<file path="config.mk">
export PLATFORM = sky130hd
export DESIGN_NAME = sd_cmd_sequencer_flat
export DESIGN_NICKNAME = d
export VERILOG_FILES = /design/src/rtl/sd_cmd_sequencer_if.sv /design/src/rtl/sd_cmd_sequencer.sv /design/src/flat_wrapper.sv
export SDC_FILE = /design/constraint.sdc
export NUM_CORES = 1
export LEC_CHECK = 0
export ABC_AREA = 0
export ABC_CLOCK_PERIOD_IN_PS = 1900
export CORE_ASPECT_RATIO = 2
export CORE_UTILIZATION = 35
export CTS_CLUSTER_SIZE = 16
export DETAILED_ROUTE_END_ITERATION = 12
export HOLD_SLACK_MARGIN = 0.05
export PLACE_DENSITY = 0.74
export SLEW_MARGIN = 20
export SYNTH_ARGS = -nofsm -noshare
export SYNTH_HDL_FRONTEND = slang
export SYNTH_SLANG_ARGS = --single-unit
</file>
<file path="constraint.sdc">
create_clock -name iClock_SD -period 1.9 [get_ports iClock_SD]
set_input_delay 0.475 -clock iClock_SD [delete_from_list [all_inputs] [get_ports iClock_SD]]
set_output_delay 0.475 -clock iClock_SD [all_outputs]
set_load 0.03 [all_outputs]
</file>
<file path="src/rtl/sd_cmd_sequencer_if.sv">
// Requester and phy-side signal bundle for the SD command sequencer.
// The slave modport is the sequencer; the master modport is the requester/phy side.
interface sd_cmd_sequencer_if #(
    parameter int unsigned CMD_W  = 38,
    parameter int unsigned RESP_W = 38
);
    logic [1:0]        iReq;
    logic [CMD_W-1:0]  iCmd0;
    logic [CMD_W-1:0]  iCmd1;
    logic [1:0]        oGrant;
    logic [1:0]        oDone;
    logic              oTimeout;
    logic [RESP_W-1:0] oResponse;
    logic              oStrobe_in;
    logic [CMD_W-1:0]  oCommand;
    logic              oAck_in;
    logic              oIdle_in;
    logic              iAck_out;
    logic              iCommand_timeout;
    logic [RESP_W-1:0] iResponse;

    modport slave (
        input  iReq, iCmd0, iCmd1, iAck_out, iCommand_timeout, iResponse,
        output oGrant, oDone, oTimeout, oResponse, oStrobe_in, oCommand, oAck_in, oIdle_in
    );

    modport master (
        output iReq, iCmd0, iCmd1, iAck_out, iCommand_timeout, iResponse,
        input  oGrant, oDone, oTimeout, oResponse, oStrobe_in, oCommand, oAck_in, oIdle_in
    );
endinterface

</file>
<file path="src/rtl/sd_cmd_sequencer.sv">
// Arbitrates two requesters onto the SD phy command block, runs the strobe/ack
// handshake with a watchdog abort, and returns the captured response to the winner.
module sd_cmd_sequencer #(
    parameter int unsigned CMD_W       = 38,
    parameter int unsigned RESP_W      = 38,
    parameter int unsigned WDOG_CYCLES = 256,
    parameter int unsigned WDOG_W      = 9
) (
    input  logic               iClock_SD,
    input  logic               iReset,
    sd_cmd_sequencer_if.slave  bus
);

    localparam logic [WDOG_W-1:0] WDOG_LAST = WDOG_W'(WDOG_CYCLES - 1);

    typedef enum logic [2:0] {
        IDLE,
        ISSUE,
        RELEASE,
        ABORT,
        DONE
    } seqState_t;

    seqState_t         state;
    logic [WDOG_W-1:0] wdog;
    logic              rrLast;
    logic              grantIdx;
    logic              tflag;
    logic              pickIdx;

    // Requester 1 wins when alone, or when both ask and requester 0 went last.
    assign pickIdx = bus.iReq[1] & (~bus.iReq[0] | ~rrLast);

    always_ff @(posedge iClock_SD) begin
        if (iReset) begin
            state          <= IDLE;
            wdog           <= '0;
            rrLast         <= 1'b1;
            grantIdx       <= 1'b0;
            tflag          <= 1'b0;
            bus.oGrant     <= 2'b00;
            bus.oDone      <= 2'b00;
            bus.oTimeout   <= 1'b0;
            bus.oResponse  <= RESP_W'(0);
            bus.oStrobe_in <= 1'b0;
            bus.oCommand   <= CMD_W'(0);
            bus.oAck_in    <= 1'b0;
            bus.oIdle_in   <= 1'b0;
        end else begin
            bus.oDone    <= 2'b00;
            bus.oTimeout <= 1'b0;
            bus.oIdle_in <= 1'b0;
            unique case (state)
                IDLE: begin
                    if (bus.iReq != 2'b00) begin
                        grantIdx     <= pickIdx;
                        bus.oGrant   <= pickIdx ? 2'b10 : 2'b01;
                        bus.oCommand <= pickIdx ? bus.iCmd1 : bus.iCmd0;
                        wdog         <= '0;
                        state        <= ISSUE;
                    end
                end
                ISSUE: begin
                    bus.oStrobe_in <= 1'b1;
                    // Phy timeout outranks a coincident ack.
                    if (bus.iCommand_timeout) begin
                        bus.oResponse <= RESP_W'(0);
                        tflag         <= 1'b1;
                        state         <= RELEASE;
                    end else if (bus.iAck_out) begin
                        bus.oResponse <= bus.iResponse;
                        tflag         <= 1'b0;
                        state         <= RELEASE;
                    end else if (wdog == WDOG_LAST) begin
                        tflag <= 1'b1;
                        state <= ABORT;
                    end else begin
                        wdog <= wdog + WDOG_W'(1);
                    end
                end
                RELEASE: begin
                    bus.oStrobe_in <= 1'b0;
                    if (bus.iAck_out) begin
                        bus.oAck_in <= 1'b1;
                    end else begin
                        bus.oAck_in <= 1'b0;
                        state       <= DONE;
                    end
                end
                ABORT: begin
                    bus.oStrobe_in <= 1'b0;
                    bus.oIdle_in   <= 1'b1;
                    bus.oResponse  <= RESP_W'(0);
                    state          <= DONE;
                end
                DONE: begin
                    bus.oDone    <= grantIdx ? 2'b10 : 2'b01;
                    bus.oTimeout <= tflag;
                    rrLast       <= grantIdx;
                    bus.oGrant   <= 2'b00;
                    wdog         <= '0;
                    state        <= IDLE;
                end
                default: state <= IDLE;
            endcase
        end
    end

endmodule

</file>
<file path="src/flat_wrapper.sv">
// flat-port wrapper written by rule: the top's interface ports become plain ports
module sd_cmd_sequencer_flat 
#(
    parameter int unsigned CMD_W       = 38,
    parameter int unsigned RESP_W      = 38,
    parameter int unsigned WDOG_CYCLES = 256,
    parameter int unsigned WDOG_W      = 9
)
  (iClock_SD, iReset, bus_iReq, bus_iCmd0, bus_iCmd1, bus_iAck_out, bus_iCommand_timeout, bus_iResponse, bus_oGrant, bus_oDone, bus_oTimeout, bus_oResponse, bus_oStrobe_in, bus_oCommand, bus_oAck_in, bus_oIdle_in);
  sd_cmd_sequencer_if #(.CMD_W(CMD_W), .RESP_W(RESP_W)) bus_i ();
  input  logic iClock_SD;
  input  logic iReset;
  input wire logic [$bits(bus_i.iReq)-1:0] bus_iReq;
  input wire logic [$bits(bus_i.iCmd0)-1:0] bus_iCmd0;
  input wire logic [$bits(bus_i.iCmd1)-1:0] bus_iCmd1;
  input wire logic [$bits(bus_i.iAck_out)-1:0] bus_iAck_out;
  input wire logic [$bits(bus_i.iCommand_timeout)-1:0] bus_iCommand_timeout;
  input wire logic [$bits(bus_i.iResponse)-1:0] bus_iResponse;
  output wire logic [$bits(bus_i.oGrant)-1:0] bus_oGrant;
  output wire logic [$bits(bus_i.oDone)-1:0] bus_oDone;
  output wire logic [$bits(bus_i.oTimeout)-1:0] bus_oTimeout;
  output wire logic [$bits(bus_i.oResponse)-1:0] bus_oResponse;
  output wire logic [$bits(bus_i.oStrobe_in)-1:0] bus_oStrobe_in;
  output wire logic [$bits(bus_i.oCommand)-1:0] bus_oCommand;
  output wire logic [$bits(bus_i.oAck_in)-1:0] bus_oAck_in;
  output wire logic [$bits(bus_i.oIdle_in)-1:0] bus_oIdle_in;
  assign bus_i.iReq = bus_iReq;
  assign bus_i.iCmd0 = bus_iCmd0;
  assign bus_i.iCmd1 = bus_iCmd1;
  assign bus_i.iAck_out = bus_iAck_out;
  assign bus_i.iCommand_timeout = bus_iCommand_timeout;
  assign bus_i.iResponse = bus_iResponse;
  assign bus_oGrant = bus_i.oGrant;
  assign bus_oDone = bus_i.oDone;
  assign bus_oTimeout = bus_i.oTimeout;
  assign bus_oResponse = bus_i.oResponse;
  assign bus_oStrobe_in = bus_i.oStrobe_in;
  assign bus_oCommand = bus_i.oCommand;
  assign bus_oAck_in = bus_i.oAck_in;
  assign bus_oIdle_in = bus_i.oIdle_in;
  sd_cmd_sequencer #(.CMD_W(CMD_W), .RESP_W(RESP_W), .WDOG_CYCLES(WDOG_CYCLES), .WDOG_W(WDOG_W)) u_core (.iClock_SD(iClock_SD), .iReset(iReset), .bus(bus_i));
endmodule
</file>
# == Word-level counts from Yosys, hierarchy flattened ==
# Index checks and enable logic that the tools add are counted.
# totals
mem_bits_rw,0
latch_bits,0
out_inout_bits,84
input_bits,120
mem_count,0
romBits,0
regBits,99
elab_cells,71
# classes
reduce_logical,15
n_eq_ne,12
n_bitwise,5
n_addsub,1
shift,0
n_lt_le_gt_ge,0
n_mul,0
div_mod_pow,0
n_mux,25
# ops
cell,n
$mux W38,3
$pmux W38 S2,1
$mux W9,4
$pmux W9 S3,1
$mux W3,5
$pmux W3 S4,1
$add A9 B1 Y9 const B,1
$eq A9 B8 Y1 const B,1
$ne A2 B2 Y1 const B,4
$reduce_and A2 Y1,4
$reduce_bool A2 Y1,4
$eq A3 B2 Y1 const B,2
$mux W2,3
$reduce_bool A3 Y1,2
$mux W1,5
$reduce_and A5 Y1,1
$ne A4 B3 Y1 const B,1
$pmux W2 S2,1
$reduce_or A2 Y1,2
$eq A3 B1 Y1 const B,1
$eq A3 B3 Y1 const B,1
$logic_not A3 Y1,1
$ne A3 B3 Y1 const B,1
$not A1 Y1,3
other kinds (5),5

# == Longest topological paths before layout ==
# logic_depth
word_depth,6
depth_mapped,8
depth_no_buf,8

# == Least setup slack after synthesis ==
# OpenSTA, ideal clock, no wires.
# synth_path
path_type,register to register
startpoint,reg u_core.wdog[0]
endpoint,reg u_core.wdog[5]
setup_slack_ns,-0.072
required_time_ns,1.830
stages_incl_launch_ff,9
n_path_buf,0
setup_time_ns,0.070
arrival_ns,1.902
cell_sequence,dfxtp_1 > ha_1 > nand3_1 > nor2_1 > ha_1 > o41ai_4 > nand4b_1 > or4_1 > a21oi_1
# synth_via
elab_chain_cells,5
# synth_lines
element,line,rtl
from (decl),sd_cmd_sequencer.sv:25,logic [WDOG_W-1:0] wdog;
from (signal assigned),sd_cmd_sequencer.sv:78,wdog <= wdog + WDOG_W'(1);
$add A9 B1 Y9,sd_cmd_sequencer.sv:78,
$mux W9,sd_cmd_sequencer.sv:74,end else if (wdog == WDOG_LAST) begin
$mux W9,sd_cmd_sequencer.sv:70,end else if (bus.iAck_out) begin
$mux W9,sd_cmd_sequencer.sv:66,if (bus.iCommand_timeout) begin
$pmux W9 S3,sd_cmd_sequencer.sv:53,unique case (state)
# Several ways; a longest one is shown, not always the timed one. The select of a mux whose other input is x is not followed.
# A chain may end at the register's enable or synchronous reset.

# == Final worst setup path ==
# layout_path
startpoint,reg u_core.wdog[4]
endpoint,reg u_core.wdog[5]
# The elaborated chain is that of the path after synthesis.

==> results.ini <==
[outcome]
status=finished, violations left
violations=setup timing

[global_routing]
use_met3_pct=6.07
gr-usage-met2_pct=41.0
met1_usage_pct=22.8
grt-busiest-layer=met2
grt_max_degree=93
first_global_vias=3943
grt_overflow=0
antenna_found_initial=0
grt_pass1_wl_microns=19200
track_usage_pct=23.5

[power_and_ir_drop]
ir_drop_v=0.000634
power.leakage_uw=0.00251
powerDensity_nw_per_um2=888

[finish]
n_antenna_cell=0
syn_to_final_growth_pct=77.8
drive_above_1_share_pct=11.6
utilization_pct=63.9
final_nets=711

[yosys]
ys_seq_area_share_pct=54.4
synth.avg_cell_area_sq_um=9.62
mappedNetlistNets=501
synth.top_cells.by_area=dfxtp_1, a222oi_1, nor2_1, a22oi_1, clkbuf_1
ys_ff_latch=99
synth.largest_area_cell=dfxtp_1
yosys.cell_types.count=35
synth_top_area_share_pct=54.4
synth_area_sq_um=3650
syn-instance-count=379
yosys_warnings=0

[timing]
fin_ws_ns=-0.142
min_period_ns=2.04
final_max_slew_viol_count=0
holdWs_ns=0.453
finClkSkew_ns=0.00711
fmax_mhz=490
setup_viol=5
rsz0062_at_grt=yes
tightest_slew_ns=0.466
period_share_pct=107
slew_headroom_pct=68.9
hold_viol=0

[setup_path]
rr_worst_depth=8
start_kind=register
r2r-start=u_core.wdog[4]
worstReg2RegEnd=u_core.wdog[5]
cp.arrival_ns=2.32
critPathRequiredTime_ns=2.18
path_max_fanout=4
timing_worst_setup_path_type=reg2reg
reg2reg_slack_ns=-0.14
cp-end-kind=register

[detailed_routing]
drc_errors=0
routed_via_density=5.36
routed_wl_microns=12600
wl_per_cell_microns=17.3
num_vias=3909
detail-route-antenna-nets=0
dr.pass1.iters=6
drt_iter0_markers=303

[min_path]
hp-start=u_core.tflag
min_path_type=reg2reg
whs_path_depth=1
worstHoldEndpoint=u_core.bus.oTimeout

[placed_design]
io_buffer_count=203
place_hpwl_microns=9220
gp_congestion=0.871

[floorplanning]
die_y_microns=146
dieArea_sq_um=10900
die_w_microns=74.2
std_cell_rows=52
start_util_pct=35.9
coreArea_sq_um=10100
io_pins=204

[clocking]
clock-root-buffer=clkbuf_16
path_clk_slew_ns=0.07
numCtsBuffers=9
clockBufferDepth=2
cts.sinks=99
clkLatencyLatePin_ns=0.34
cts_tree=built
htree_levels=3

[job]
drv_cap=0

## timing repair
item | 4_1_cts | 5_1_grt
gates cloned | 0 | 0
hold buffers | 0 | 0
endpoints found under the setup margin | 5 | 18
pin swaps | 0 | 8
resized for setup | 2 | 28
buffers inserted | 1 | 2
## synthesized netlist by cell type
cell,number
dfxtp_1,99
and3_1,3
a211o_1,1
o21ai_0,3
o22ai_1,1
ha_1,2
inv_1,2
nand4b_1,2
nand2b_1,2
nor2b_1,2
or3_1,3
nor4b_2,1
nand2_1,9
a21oi_1,10
or2_2,1
or4_1,7
o41ai_4,1
clkbuf_1,23
o31ai_1,3
nor2_1,92
and2_1,4
nor4_1,1
nor3_1,6
nand3_1,4
a22oi_1,39
o211ai_1,2
nand3b_2,1
buf_2,11
o21ai_1,1
a2111oi_0,1
a21o_1,1
mux2i_1,1
xor2_1,1
nand4_1,1
a222oi_1,38
## layer usage
metal	share of wire (%)	vias to the layer above
met5	0	-
met4	7.1	0
met3	5.9	50
met2	54	175
met1	33	1841
li1	-	1843
## logic make-up after synthesis
group | Yosys count | share of synthesized area (%)
xor+xnor | 1 | 0.240
mux | 1 | 0.275
buf+inv | 36 | 4.08
simple gates | 139 | 17.3
compound gates | 101 | 23.0
flops | 99 | 54.4
fa+ha+maj | 2 | 0.686
## how the worst max path moves through the flow
stage	startpoint	endpoint	slack, ns	cells past startpoint
3_3_place_gp	bus_iReq[0]	u_core.wdog[4]	-0.25	5
3_5_place_dp	bus_iAck_out	u_core.wdog[5]	-0.34	5
6_report	u_core.wdog[4]	u_core.wdog[5]	-0.14	8
5_1_grt	u_core.wdog[4]	u_core.wdog[5]	-0.21	8
2_1_floorplan	u_core.wdog[0]	u_core.wdog[5]	0.006	8
4_1_cts	u_core.wdog[4]	u_core.wdog[5]	-0.10	8
## through the flow
step / total power, uW / setup slack, ns / cell area (sq um) / TNS [ns] / cells
6_report: 5760 / -0.142 / 6480 / -0.398 / 729
2_1_floorplan: 3000 / 0.00597 / 3650 / 0 / 379
3_5_place_dp: 3710 / -0.343 / 6010 / -13.36 / 710
4_1_cts: 5790 / -0.105 / 6360 / -0.179 / 727
5_1_grt: 5990 / -0.214 / 6480 / -0.745 / 729
3_3_place_gp: 3680 / -0.252 / 6010 / -9.97 / 710
## area by class of cell
type | instances | area [sq um]
fill | 869 | 3670
multi-input combinational | 244 | 1630
timing repair buffer | 233 | 2350
tap | 135 | 169
sequential | 99 | 1990
clock buffer | 10 | 229
clock inverter | 6 | 114
inverter | 2 | 7.51
## flip-flops by register name, summed over array words and instances (netlist names), 2 cells and up
name and flops:
u_core.bus.oGrant 2, u_core.bus.oResponse 38, u_core.state 3, u_core.bus.oDone 2, u_core.wdog 9, u_core.bus.oCommand 38
## cell usage in the layout, fill, tap and decap left out, types with 2 or more instances in the layout
cell	n
a21oi_1	7
a21oi_2	3
a222oi_1	38
a22oi_1	38
and2_1	3
and3_1	3
buf_12	6
buf_4	23
bufinv_16	3
clkbuf_16	9
clkdlybuf4s50_1	193
clkinvlp_4	2
dfxtp_1	96
dfxtp_2	3
dlymetal6s2s_1	9
ha_4	2
inv_1	2
nand2_1	9
nand2b_1	2
nand3_1	2
nand3_2	2
nand4b_1	2
nor2_1	91
nor2b_1	2
nor3_1	5
o211ai_1	2
o21ai_0	3
o31ai_1	2
or3_1	3
or4_1	4
or4_4	3
## where the power goes
part	switching, uW	internal (uW)	total (uW)	leakage (uW)
logic	702	687	1390	0.00154
registers	90.9	2210	2300	0.000808
clock network	780	1290	2070	0.000159
total	1570	4180	5760	0.00251
## critical path: stages, from the launching register on
cell      delay, ns
dfxtp_2        0.32
and2_4         0.15
nand3_2        0.08
nor2_2         0.05
ha_4           0.17
o41ai_4        0.31
nand4b_1       0.22
or4_4          0.56
a21oi_2        0.12
Power figures use the tool's default switching activity.
